$ cat src/rtl/keccak_pkg.sv
// Shared Keccak constants and the absorb-side padder state encoding.
package keccak_pkg;

    localparam int KECCAK_W = 1600;
    localparam int LANE_W   = 64;

    localparam logic [7:0] DSEP_SHA3  = 8'h06;
    localparam logic [7:0] DSEP_SHAKE = 8'h1F;

    localparam int R_SHAKE128 = 1344;
    localparam int R_SHA3_256 = 1088;

    typedef enum logic [1:0] {
        ST_ABSORB    = 2'd0,
        ST_PAD       = 2'd1,
        ST_FULL      = 2'd2,
        ST_FULL_LAST = 2'd3
    } padder_state_e;

endpackage

$ cat src/rtl/sponge_padder_pad_word.sv
// Combinational padding of one lane: keeps the valid bytes, inserts the
// domain byte right after them and sets the 0x80 bit when this is the final slot.
module pad_word
    import keccak_pkg::*;
(
    input  logic [LANE_W-1:0] word_i,
    input  logic [3:0]        bytes_i,
    input  logic [7:0]        dsep_i,
    input  logic              finalSlot_i,
    output logic [LANE_W-1:0] padded_o
);

    always_comb begin
        padded_o = '0;
        for (int k = 0; k < LANE_W / 8; k++) begin
            if (4'(k) < bytes_i) begin
                padded_o[8*k +: 8] = word_i[8*k +: 8];
            end else if (4'(k) == bytes_i) begin
                padded_o[8*k +: 8] = dsep_i;
            end
        end
        if (finalSlot_i) begin
            padded_o[LANE_W-1 -: 8] = padded_o[LANE_W-1 -: 8] | 8'h80;
        end
    end

endmodule

$ cat src/rtl/sponge_padder.sv
// Packs 64-bit message words into R-bit rate blocks, applies SHA-3/SHAKE
// padding and hands each block to the permutation through an ack handshake.
module sponge_padder
    import keccak_pkg::*;
#(
    parameter int         R    = R_SHAKE128,
    parameter logic [7:0] DSEP = DSEP_SHAKE
) (
    input  logic              clk,
    input  logic              resetn,
    input  logic [63:0]       in,
    input  logic [3:0]        in_bytes,
    input  logic              in_valid,
    input  logic              in_last,
    output logic              in_ready,
    output logic [R-1:0]      out,
    output logic              out_ready,
    input  logic              f_ack,
    output logic              done
);

    localparam int NW = R / LANE_W;
    localparam int CW = (NW > 1) ? $clog2(NW) : 1;
    localparam logic [CW-1:0] LAST_SLOT = CW'(NW - 1);

    padder_state_e     state_q, state_d;
    logic [CW-1:0]     wordCnt_q, wordCnt_d;
    logic [R-1:0]      buffer_q, buffer_d;
    logic              padPending_q, padPending_d;
    logic              done_q, done_d;

    logic              slotWrite;
    logic              wrPad;
    logic [NW-1:0]     slotWe;
    logic [LANE_W-1:0] padSrc;
    logic [3:0]        padBytes;
    logic [LANE_W-1:0] padWord;

    // The PAD state reuses the same padder with an empty word
    assign padSrc   = (state_q == ST_PAD) ? '0 : in;
    assign padBytes = (state_q == ST_PAD) ? 4'd0 : in_bytes;

    pad_word u_padWord (
        .word_i      (padSrc),
        .bytes_i     (padBytes),
        .dsep_i      (DSEP),
        .finalSlot_i (wordCnt_q == LAST_SLOT),
        .padded_o    (padWord)
    );

    always_comb begin
        state_d      = state_q;
        wordCnt_d    = wordCnt_q;
        buffer_d     = buffer_q;
        padPending_d = padPending_q;
        done_d       = 1'b0;
        slotWrite    = 1'b0;
        wrPad        = 1'b0;
        slotWe       = '0;

        case (state_q)
            ST_ABSORB: begin
                if (in_valid) begin
                    slotWrite = 1'b1;
                    if (in_last && (in_bytes < 4'd8)) begin
                        wrPad   = 1'b1;
                        state_d = ST_FULL_LAST;
                    end else if (wordCnt_q == LAST_SLOT) begin
                        state_d      = ST_FULL;
                        padPending_d = in_last;
                    end else begin
                        wordCnt_d = wordCnt_q + 1'b1;
                        if (in_last) begin
                            state_d = ST_PAD;
                        end
                    end
                end
            end
            ST_PAD: begin
                slotWrite = 1'b1;
                wrPad     = 1'b1;
                state_d   = ST_FULL_LAST;
            end
            ST_FULL: begin
                if (f_ack) begin
                    buffer_d     = '0;
                    wordCnt_d    = '0;
                    padPending_d = 1'b0;
                    state_d      = padPending_q ? ST_PAD : ST_ABSORB;
                end
            end
            ST_FULL_LAST: begin
                if (f_ack) begin
                    buffer_d  = '0;
                    wordCnt_d = '0;
                    done_d    = 1'b1;
                    state_d   = ST_ABSORB;
                end
            end
            default: state_d = ST_ABSORB;
        endcase

        if (slotWrite) begin
            slotWe[wordCnt_q] = 1'b1;
        end
        for (int j = 0; j < NW; j++) begin
            if (slotWe[j]) begin
                buffer_d[R-1-LANE_W*j -: LANE_W] = wrPad ? padWord : in;
            end
        end
        // The closing 0x80 always lives in the top byte of the last slot
        if (wrPad) begin
            buffer_d[LANE_W-1 -: 8] = buffer_d[LANE_W-1 -: 8] | 8'h80;
        end
    end

    always_ff @(posedge clk) begin
        if (!resetn) begin
            state_q      <= ST_ABSORB;
            wordCnt_q    <= '0;
            buffer_q     <= '0;
            padPending_q <= 1'b0;
            done_q       <= 1'b0;
        end else begin
            state_q      <= state_d;
            wordCnt_q    <= wordCnt_d;
            buffer_q     <= buffer_d;
            padPending_q <= padPending_d;
            done_q       <= done_d;
        end
    end

    always_ff @(posedge clk) begin
        if (resetn && in_valid && in_ready) begin
            assert (in_last || (in_bytes != 4'd0));
        end
    end

    assign in_ready  = (state_q == ST_ABSORB);
    assign out_ready = (state_q == ST_FULL) || (state_q == ST_FULL_LAST);
    assign out       = buffer_q;
    assign done      = done_q;

endmodule

$ cat config.mk
export PLATFORM = sky130hd
export DESIGN_NAME = sponge_padder
export DESIGN_NICKNAME = d
export VERILOG_FILES = /design/src/rtl/keccak_pkg.sv /design/src/rtl/sponge_padder_pad_word.sv /design/src/rtl/sponge_padder.sv
export SDC_FILE = /design/constraint.sdc
export NUM_CORES = 2
export LEC_CHECK = 0
export CORE_AREA = 5 5 544 546
export CTS_CLUSTER_DIAMETER = 200
export DETAILED_ROUTE_END_ITERATION = 6
export DIE_AREA = 0 0 549 551
export PLACE_DENSITY = 0.39
export SLEW_MARGIN = 20
export SYNTH_ARGS = -nofsm -noshare
export SYNTH_HDL_FRONTEND = slang
export SYNTH_HIERARCHICAL = 1
export SYNTH_SLANG_ARGS = --single-unit
$ cat constraint.sdc
create_clock -name clk -period 3.8 [get_ports clk]
set_input_delay 0.57 -clock clk [delete_from_list [all_inputs] [get_ports clk]]
set_output_delay 0.57 -clock clk [all_outputs]
set_load 0.01 [all_outputs]
==> reports/qor.yml <==
cts:
  ctsResizeCount: 0
  cts_hold_buffers: 0
  cts_root_buf: "clkbuf_16"
  post_cts_buffers: 0
  cts.sinks: 1353
  cts_tree: "yes"
  cts_max_level: 4
  clk_pin_slew_ns: 0.06
  insertion_delay_ns: 0.83
  clk_path_buf_depth: 4
  numCtsBuffers: 167
cells_and_area:
  fin_nets: 5009
  final_cell_area_mm2: 0.0735
  layout_commonest_cell: "clkdlybuf4s50_1"
  seqCellArea_mm2: 0.0271
  final_cell_mix: "clkdlybuf4s50_1 (1419), dfxtp_1 (1353), o2bb2ai_1 (847)"
  multiInputGateArea_mm2: 0.0190
  fill_cells: 30200
  drive_gt1_share_pct: 21.6
  area_delta_synth_final_pct: 53.4
grt:
  antenna_found_initial: 60
  grt_pass1_wl_um: 366000
  overflow: 0
  grt_start_max_net_pins: 65
  grt_use_total_pct: 17.5
  grt_pass1_vias: 37600
yosys:
  synth-async-reset-ratio_pct: 0
  syn_area_per_cell_um2: 13.6
  ys_warn_count: 6
  netlist_top_cells_area: "dfxtp_1 (56%), o2bb2ai_2 (16%), o2bb2ai_1 (15%), buf_6 (2.0%), mux2i_4 (1.9%)"
  ys_seq_elements: 1353
  synth_top_area_cell: "dfxtp_1"
  ys_seq_area_share_pct: 56.5
  synth_area_mm2: 0.0480
  synth_cells: 3516
  synth_ff_type: "dfxtp_1"
  ys_types: 60
  synth-edff-count: 0
  synth_top_area_share_pct: 56.5
status:
  run_status: "finished, final reports clean"
hold_path:
  hold_class: "input port to flip-flop"
drt:
  vias_per_cell: 4.13
  ant_nets: 0
  drc: 0
  route.vias.total: 37000
  avgRoutedWirePerCell_um: 30.9
  first_iter_violations: 2180
  wl_um: 277000
  dr.pass1.iters: 5
worst_setup_path:
  worstSetupStartpointType: "flip-flop"
  required_ns: 4.50
  path_buf_inv: 1
  slowest_stage: "mux2i_4"
  worstSetupPathType: "flip-flop to flip-flop"
  crit_chain: "nand2b_4, and2_2, a21o_1, a22o_1, mux2i_4, buf_4, o2bb2ai_1"
  worstPathArrival_ns: 3.82
  cpLargestDelayFamily: "multiplexers"
  crit_fanout: 16
  critPathMaxStageDelay_ns: 0.85
  endpoint_kind: "flip-flop"
placement:
  gp_congestion: 0.754
  port_buffers: 1419
  post_dp_cell_area_mm2: 0.0680
  dp_hpwl_um: 193000
pwr:
  powerDensity_mw_per_mm2: 482
  ir_worst_vdd_mv: 0.317
  power.static_leakage_nw: 24.6
  total_power_mw: 35.5
sta:
  hold_slack_ns: 0.429
  min_period_ns: 3.12
  max_slew_margin_pct: 25.6
  maxSlewViolCount: 0
  worst_pin_slew_ns: 1.09
  fin_setup_tns_ns: 0
  fin_skew_ns: 0.0398
  rsz0062_at_grt: "no"
  final_hold_viol_count: 0
  period_share_pct: 82.0
  finalSetupViolCount: 0
  fmax_mhz: 321
die:
  pin_count: 1420
  die_w_um: 549
  rows: 198
  die_h_um: 551
  coreArea_mm2: 0.290
  start_util_pct: 16.5
  dieArea_mm2: 0.302
run:
  drv_cap: 0
path summary, 6_finish.rpt:
check,startpoint,endpoint,slack [ns],cells past startpoint
max reg2reg,state_q[0]$_SDFFE_PN0P_,out[876]$_SDFFE_PN0P_,0.68,7
min,in_last,padPending_q$_SDFFE_PN0P_,0.43,3
max,state_q[0]$_SDFFE_PN0P_,out[876]$_SDFFE_PN0P_,0.68,7
min reg2reg,out[831]$_SDFFE_PN0P_,out[831]$_SDFFE_PN0P_,0.46,1
worst reg2reg max path, stage by stage (launching register included):
cell,delay [ns]
dfxtp_1,0.56
nand2b_4,0.18
and2_2,0.36
a21o_1,0.38
a22o_1,0.27
mux2i_4,0.85
buf_4,0.34
o2bb2ai_1,0.07
cells in the mapped netlist (all sizes together), types with 2 or more instances:
cell,count
a21oi,24
a221o,9
a22o,23
and2,71
and3,6
buf,255
clkbuf,175
conb,2
dfxtp,1353
ha,4
inv,22
mux2,8
mux2i,80
nand2,51
nand2b,5
nand3,3
nand4,2
nand4b,2
nor2,11
nor3,3
nor3b,4
nor4b,9
o21a,8
o21ai,13
o221ai,8
o2bb2ai,1343
o31a,3
or3,2
cell families (layout without fill, tap and decap cells):
group,Yosys count,after routing,synth area share (%)
compound gates,1437,1437,32.7
flops,1353,1353,56.5
xor+xnor,2,2,0.0365
mux,88,88,2.90
other cells,2,77,0.0157
fa+ha+maj,4,4,0.104
buf+inv,452,1935,5.57
simple gates,178,178,2.23
sequential cells by signal (all words and copies together) (netlist names):
register      flops
wordCnt_q         5
out            1344
done              1
padPending_q      1
state_q           2
per-layer routing:
metal,wire (um),share of wire [%],GRT usage (%),up-vias
li1,-,-,-,16400
met4,7090,2.6,4.66,12
met3,23100,8.3,5.64,315
met2,133000,48,29.6,1514
met1,114000,41,21.3,18700
met5,74,0.027,0,-
where the power goes:
group	internal [mW]	switching, mW	total [mW]
registers	14.4	0.121	14.5
clock network	9.68	6.59	16.3
logic	1.34	3.36	4.71
through the flow:
step / std cells / utilization, % / setup slack (ns)
final: 8974 / 25.4 / 0.683
after global routing: 8961 / 25.3 / 0.494
after CTS: 8953 / 25.3 / 0.561
after detailed placement: 8663 / 23.4 / 0.331
after global placement: 8663 / 23.4 / 0.402
after floorplan: 3570 / - / 1.16
final cells by class:
cell class	count	share of cell area [%]
clock buffer	236	6.56
tap	3900	6.63
sequential	1353	36.8
multi-input combinational	1765	25.9
inverter	22	0.112
antenna	21	0.0715
clock inverter	54	0.949
timing repair buffer	1623	23.0
(Power assumes the default switching activity.)
